===== config.mk =====
export PLATFORM = sky130hd
export DESIGN_NAME = mem_access_unit
export DESIGN_NICKNAME = d
export VERILOG_FILES = /design/src/rtl/mem_access_unit.sv
export SDC_FILE = /design/constraint.sdc
export NUM_CORES = 1
export LEC_CHECK = 0
export ABC_CLOCK_PERIOD_IN_PS = 2520
export CORE_ASPECT_RATIO = 1.25
export CORE_MARGIN = 8
export CORE_UTILIZATION = 47
export DETAILED_ROUTE_END_ITERATION = 8
export GPL_ROUTABILITY_DRIVEN = 0
export PLACE_DENSITY = 0.91
export SKIP_CTS_REPAIR_TIMING = 1
export SLEW_MARGIN = 25
export SYNTH_ARGS = -nofsm -noshare
export SYNTH_HDL_FRONTEND = slang
export SYNTH_SLANG_ARGS = --single-unit
export TNS_END_PERCENT = 30

===== constraint.sdc =====
create_clock -name clk -period 2.52 [get_ports clk]
set_input_delay 0.504 -clock clk [delete_from_list [all_inputs] [get_ports clk]]
set_output_delay 0.504 -clock clk [all_outputs]
set_load 0.005 [all_outputs]

===== src/rtl/mem_access_unit.sv =====
// Load/store unit between EX/MEM and a word-addressed data memory.
// Big-endian lane mapping; sub-word stores use a two-cycle read-modify-write.
module mem_access_unit #(
  parameter int unsigned ADDR_W = 32,
  parameter int unsigned DATA_W = 32
) (
  input  logic              clk,
  input  logic              rst,
  input  logic              req_valid,
  input  logic [2:0]        req_op,
  input  logic [ADDR_W-1:0] req_addr,
  input  logic [DATA_W-1:0] req_wdata,
  output logic              stall,
  output logic [DATA_W-1:0] load_data,
  output logic              load_valid,
  output logic              misaligned,
  output logic [ADDR_W-1:0] mem_addr,
  output logic [DATA_W-1:0] mem_wdata,
  output logic              mem_write,
  output logic              mem_read,
  input  logic [DATA_W-1:0] mem_rdata
);

  localparam logic [2:0] OpLw  = 3'd0;
  localparam logic [2:0] OpLh  = 3'd1;
  localparam logic [2:0] OpLhu = 3'd2;
  localparam logic [2:0] OpLb  = 3'd3;
  localparam logic [2:0] OpLbu = 3'd4;
  localparam logic [2:0] OpSw  = 3'd5;
  localparam logic [2:0] OpSh  = 3'd6;
  localparam logic [2:0] OpSb  = 3'd7;

  typedef enum logic [0:0] {StIdle, StMerge} state_e;

  state_e              state_q, state_d;
  logic [DATA_W-1:0]   word_q, word_d;
  logic [15:0]         sdata_q, sdata_d;
  logic [1:0]          off_q, off_d;
  logic                half_q, half_d;
  logic [ADDR_W-1:0]   waddr_q, waddr_d;
  logic [DATA_W-1:0]   load_data_q, load_data_d;
  logic                load_valid_q, load_valid_d;
  logic                misaligned_q, misaligned_d;

  logic                aligned;
  logic                is_load;
  logic [7:0]          byte_sel;
  logic [15:0]         half_sel;
  logic [DATA_W-1:0]   ext_data;
  logic [DATA_W-1:0]   merged;
  logic [ADDR_W-1:0]   req_word_addr;

  assign req_word_addr = {req_addr[ADDR_W-1:2], 2'b00};
  assign is_load       = (req_op <= OpLbu);

  always_comb begin
    case (req_op)
      OpLw, OpSw:        aligned = (req_addr[1:0] == 2'b00);
      OpLh, OpLhu, OpSh: aligned = ~req_addr[0];
      default:           aligned = 1'b1;
    endcase
  end

  // Offset 0 is the most significant lane, so the shift is (3 - offset) bytes.
  always_comb begin
    byte_sel = 8'(mem_rdata >> {~req_addr[1:0], 3'b000});
    half_sel = req_addr[1] ? mem_rdata[15:0] : mem_rdata[31:16];
    case (req_op)
      OpLh:    ext_data = {{16{half_sel[15]}}, half_sel};
      OpLhu:   ext_data = {16'h0000, half_sel};
      OpLb:    ext_data = {{24{byte_sel[7]}}, byte_sel};
      OpLbu:   ext_data = {24'h000000, byte_sel};
      default: ext_data = mem_rdata;
    endcase
  end

  always_comb begin
    merged = word_q;
    if (half_q) begin
      if (off_q[1]) merged[15:0]  = sdata_q;
      else          merged[31:16] = sdata_q;
    end else begin
      unique case (off_q)
        2'd0: merged[31:24] = sdata_q[7:0];
        2'd1: merged[23:16] = sdata_q[7:0];
        2'd2: merged[15:8]  = sdata_q[7:0];
        2'd3: merged[7:0]   = sdata_q[7:0];
        default: ;
      endcase
    end
  end

  always_comb begin
    state_d      = state_q;
    word_d       = word_q;
    sdata_d      = sdata_q;
    off_d        = off_q;
    half_d       = half_q;
    waddr_d      = waddr_q;
    load_data_d  = load_data_q;
    load_valid_d = 1'b0;
    misaligned_d = 1'b0;
    stall        = 1'b0;
    mem_read     = 1'b0;
    mem_write    = 1'b0;
    mem_wdata    = '0;
    mem_addr     = req_word_addr;

    unique case (state_q)
      StIdle: begin
        if (req_valid) begin
          if (!aligned) begin
            misaligned_d = 1'b1;
          end else if (is_load) begin
            mem_read     = 1'b1;
            load_valid_d = 1'b1;
            load_data_d  = ext_data;
          end else if (req_op == OpSw) begin
            mem_write = 1'b1;
            mem_wdata = req_wdata;
          end else begin
            mem_read = 1'b1;
            stall    = 1'b1;
            word_d   = mem_rdata;
            sdata_d  = req_wdata[15:0];
            off_d    = req_addr[1:0];
            half_d   = (req_op == OpSh);
            waddr_d  = req_word_addr;
            state_d  = StMerge;
          end
        end
      end
      StMerge: begin
        mem_addr  = waddr_q;
        mem_write = 1'b1;
        mem_wdata = merged;
        state_d   = StIdle;
      end
      default: state_d = StIdle;
    endcase

    // Reset blocks the pending merge write so memory never sees a partial store.
    if (rst) begin
      mem_read  = 1'b0;
      mem_write = 1'b0;
      stall     = 1'b0;
      state_d   = StIdle;
    end
  end

  always_ff @(posedge clk) begin
    if (rst) begin
      state_q      <= StIdle;
      word_q       <= '0;
      sdata_q      <= '0;
      off_q        <= '0;
      half_q       <= 1'b0;
      waddr_q      <= '0;
      load_data_q  <= '0;
      load_valid_q <= 1'b0;
      misaligned_q <= 1'b0;
    end else begin
      state_q      <= state_d;
      word_q       <= word_d;
      sdata_q      <= sdata_d;
      off_q        <= off_d;
      half_q       <= half_d;
      waddr_q      <= waddr_d;
      load_data_q  <= load_data_d;
      load_valid_q <= load_valid_d;
      misaligned_q <= misaligned_d;
    end
  end

  assign load_data  = load_data_q;
  assign load_valid = load_valid_q;
  assign misaligned = misaligned_q;

endmodule


## Yosys cells after proc, flatten, opt, wreduce, memory -nomap -nowiden

Cells that the tools add are included.

| operators by class | value |
|---|---|
| magnitude comparators | 1 |
| equality and inequality tests | 9 |
| shift operators | 1 |
| multiplexer cells | 36 |
| bitwise operators | 7 |
| reduce and logical (&&, ||, !) cells | 9 |

Operators by type and width:

| operator | count |
|---|---|
| $mux W32 | 6 |
| $pmux W32 S4 | 1 |
| $pmux W32 S2 | 1 |
| $mux W16 | 3 |
| $mux W8 | 4 |
| $shr A32 B5 Y8 | 1 |
| $mux W1 | 18 |
| $eq A3 B3 Y1 const B | 3 |
| $eq A3 B2 Y1 const B | 2 |
| $not A1 Y1 | 6 |
| $pmux W1 S2 | 3 |
| $reduce_or A3 Y1 | 2 |
| $reduce_and A5 Y1 | 1 |
| $eq A2 B2 Y1 const B | 2 |
| $logic_not A2 Y1 | 2 |
| $reduce_and A4 Y1 | 1 |
| $reduce_or A4 Y1 | 1 |
| $eq A3 B1 Y1 const B | 1 |
| $le A3 B3 Y1 const B | 1 |
| $logic_not A3 Y1 | 1 |
| $eq A2 B1 Y1 const B | 1 |
| $not A2 Y2 | 1 |
| $reduce_or A2 Y1 | 1 |

| word-level totals | value |
|---|---|
| bits in registers | 116 |
| output and inout bits | 101 |
| logic and storage cells | 72 |

## Longest topological paths before layout

| logic depth | value |
|---|---|
| depth in word-level cells | 7 |
| gate-level depth with buffers | 7 |
| depth with buffers taken out | 4 |

## Least setup slack after synthesis

No wires, ideal clock.

| timing | value |
|---|---|
| kind | in2out |
| start | in req_op[2] |
| end | out mem_read |
| data arrival time | 1.775 ns |
| data required time | 2.016 ns |
| path slack | 0.241 ns |
| stages | 7 |
| cells stage by stage | buf_2 -> or3b_1 -> o221ai_1 -> buf_2 -> buf_4 -> nand2_1 -> a211oi_1 |

| on the way | value |
|---|---|
| longest elaborated chain between the ends | 7 |

Ends and longest elaborated chain:

| item | RTL line | source |
|---|---|---|
| start, declared | 10 | `input logic [2:0] req_op,` |
| $eq A3 B3 Y1 (tied with other cells) | 57 | `case (req_op)` |
| $reduce_or A3 Y1 (tied with other cells) | 57 |  |
| $pmux W1 S2 or $mux W1 (tied branches) | 57, 114 |  |
| $mux W1 * | 112 | `if (!aligned) begin` |
| $mux W1 * | 111 | `if (req_valid) begin` |
| $mux W1 * | 109 | `unique case (state_q)` |
| $mux W1 * | 143 | `if (rst) begin` |
| end, declared | 20 | `output logic mem_read,` |

Every way passes the cells marked *; elsewhere a longest branch is shown, timed or not.

## Final worst setup path

| timing | value |
|---|---|
| start | reg state_q |
| end | out mem_addr[24] |

| on the way | value |
|---|---|
| longest elaborated chain between the ends | 1 |

Ends and longest elaborated chain:

| item | RTL line | source |
|---|---|---|
| start, declared | 35 | `state_e state_q, state_d;` |
| start signal, assigned | 153 | `state_q <= StIdle;` |
| start signal, assigned | 163 | `state_q <= state_d;` |
| $mux W32 | 109 |  |
| end, declared | 17 | `output logic [ADDR_W-1:0] mem_addr,` |

Every way passes these cells.

==> flow_metrics.tcl <==
set metrics [dict create \
    status "finished with violations" \
    violations "setup timing" \
    layout-drive-gt1-share_pct 17.5 \
    synth_area_leaders "dfxtp_1, nand2_1, a21oi_1" \
    clk_pin_slew_ns 0.06 \
    fmax_mhz 385 \
    syn-instance-count 802 \
    crit_path_end_kind "output port" \
    firstDrtPassIters 6 \
    yosysTopAreaCell "dfxtp_1" \
    synth-seq-cells 116 \
    power_leakage_nw 4.01 \
    drc_errors 0 \
    synth_top_area_share_pct 36.8 \
    hold_class "in2reg" \
    die_h_um 146 \
    async_flop_share_pct 0 \
    cts_buffers 17 \
    grt_max_degree 108 \
    netlist_area_mm2 0.00632 \
    core-area_mm2 0.0132 \
    timing.hold.ws_ns 0.435 \
    drv_cap 0 \
    dp_hpwl_um 16600 \
    cp_data_arrival_time_ns 2.09 \
    antenna_found_initial 0 \
    rows 47 \
    worstPathRequired_ns 2.02 \
    cp_max_fo 33 \
    area_growth_pct 50.1 \
    cts_max_level 4 \
    viasPerCell 5.90 \
    grt_pass1_wl_um 36900 \
    finalHoldViolations 0 \
    antenna_left 0 \
    synth_edf_count 0 \
    first_global_vias 6705 \
    rsz0062_at_grt "yes" \
    setup_tns_ns -0.286 \
    final_cells 1189 \
    grt_use_total_pct 26.4 \
    cts_sinks 116 \
    ys_seq_area_share_pct 36.8 \
    skew_ns 0.0114 \
    power_density_mw_per_mm2 536 \
    nFillCells 971 \
    port_buffers 200 \
    setup_slack_ns -0.0762 \
    critPathKind "reg2out" \
    worstSetupStartpointType "flip-flop" \
    place_ws_ns -0.528 \
    grt_overflow_total 0 \
    synth_cell_type_count 55 \
    cts_tree "yes" \
    slew_headroom_pct 54.5 \
    slew_violations 0 \
    peakVddDrop_v 0.000490 \
    drt_wl_total_um 24200 \
    num_vias 7015 \
    synthFlopType "dfxtp_1" \
    io_pins 203 \
    regArea_mm2 0.00233 \
    multi_input_area_mm2 0.00369 \
    clockRootBuffer "clkbuf_16" \
    post-route-period-util_pct 103 \
    drt-initial-drc-count 639 \
    worstSkewPairLatency_ns 0.41 \
    die_w_um 120 \
    die_area_mm2 0.0174 \
    dp_cells 1152 \
    clk_path_buf_depth 2 \
    yosys_warnings 0 \
    setup_viol 5 \
    tightest_slew_ns 0.679 \
    wl_per_cell_um 20.3 \
    min_period_ns 2.60 \
    initial_core_util_pct 47.9 \
    num_antenna_cells 0 \
    syn_avg_cell_area_um2 7.88 \
    finalNetCount 1108 \
]
## state kept, by name (all words and copies together), names as in the netlist
| register | flops |
|---|---|
| half_q | 1 |
| load_data | 32 |
| load_valid | 1 |
| misaligned | 1 |
| off_q | 2 |
| sdata_q | 16 |
| state_q | 1 |
| waddr_q | 30 |
| word_q | 32 |
## worst paths after layout
| check | start | endpoint | slack (ns) | cells after the start |
|---|---|---|---|---|
| worst max-delay path | state_q$_SDFF_PP0_ | mem_addr[24] | -0.08 | 3 |
| worst min-delay path | rst | waddr_q[22]$_SDFFE_PP0P_ | 0.44 | 2 |
| worst max register to register | state_q$_SDFF_PP0_ | waddr_q[26]$_SDFFE_PP0P_ | 0.53 | 6 |
| worst min register to register | waddr_q[23]$_SDFFE_PP0P_ | waddr_q[23]$_SDFFE_PP0P_ | 0.45 | 2 |
## Yosys cell counts (all sizes together), types with 2 or more instances
library cell    n
nand3b          3
mux2i          19
a22o            5
nand2b          3
o21a            8
a211oi         34
nor2           11
nor3            8
o22a            5
nand3           6
o2111a          2
xnor2           2
nand2         215
and4            2
clkbuf         41
nor3b           5
a21o            9
a222oi          7
o2bb2ai         4
mux2           52
inv            11
dfxtp         116
nor2b          14
o22ai           3
o221ai         13
o2111ai         2
a22oi           5
clkinv          2
o21ai          25
buf            33
a21oi         120
## logic make-up after synthesis
group / after synthesis / share of synthesized area, %
buffers and inverters: 87 / 6.08
other: 1 / 0.0594
XOR/XNOR: 2 / 0.277
AO/OA/AOI/OAI: 249 / 25.7
flip-flops: 116 / 36.8
multiplexers: 72 / 12.6
AND/OR/NAND/NOR: 275 / 18.4
## per-layer routing
layer | GRT usage (%) | vias to the layer above | part of all wire (%)
li1 | - | 3239 | -
met4 | 12.0 | 0 | 3.9
met1 | 30.9 | 3292 | 39
met5 | 0 | - | 0
met2 | 44.4 | 401 | 49
met3 | 6.25 | 83 | 8.1
## cell type report
type,instances,area share [%]
clock inverter,13,0.924
clock buffer,18,4.63
tap,171,2.26
sequential,116,24.6
inverter,13,0.515
timing repair buffer,258,28.2
multi-input combinational,600,38.9
## cells in the final DEF (no fill, tap or decap), types with 3 or more instances in the layout
cell type,netlist,layout
clkinv_2,0,5
o22ai_1,3,3
nor2_1,10,9
buf_12,0,8
o22a_1,5,5
buf_6,2,3
a21o_1,9,9
a21oi_2,1,3
dfxtp_1,116,112
nand3_1,6,6
buf_4,6,46
nand2_1,215,213
dfxtp_2,0,3
mux2i_1,19,19
nand2b_1,3,3
a21oi_1,119,117
nor3_1,8,7
a211oi_1,24,23
o21ai_0,23,22
clkbuf_16,0,17
o221ai_1,13,12
a222oi_1,7,7
clkinvlp_4,0,6
a22oi_1,5,5
o2bb2ai_1,4,4
o21a_1,8,8
a22o_1,5,5
clkdlybuf4s50_1,0,147
inv_1,11,11
mux2_2,52,52
a211oi_2,10,11
nand3b_1,3,3
nor2b_1,14,12
nor3b_1,5,5
dlymetal6s2s_1,0,49
## through the flow
| stage | power, mW | cell area [µm²] | utilization, % |
|---|---|---|---|
| 2_1_floorplan | 2.43 | 6320 | - |
| 3_3_place_gp | 2.93 | 8720 | 66.2 |
| 3_5_place_dp | 2.94 | 8720 | 66.2 |
| 4_1_cts | 5.06 | 9240 | 70.2 |
| 5_1_grt | 5.24 | 9480 | 72.0 |
| 6_report | 5.08 | 9480 | 72.0 |
## critical path: stages, from the launching register on
cell             delay [ns]
dfxtp_4                0.67
buf_6                  0.19
mux2_2                 0.32
clkdlybuf4s50_1        0.47
## power breakdown
group,total (mW),internal [mW],switching (mW)
clock,2.14,1.27,0.875
sequential,1.98,1.92,0.0622
combinational,0.960,0.507,0.453
No activity file was read; power rests on OpenSTA's default activity.
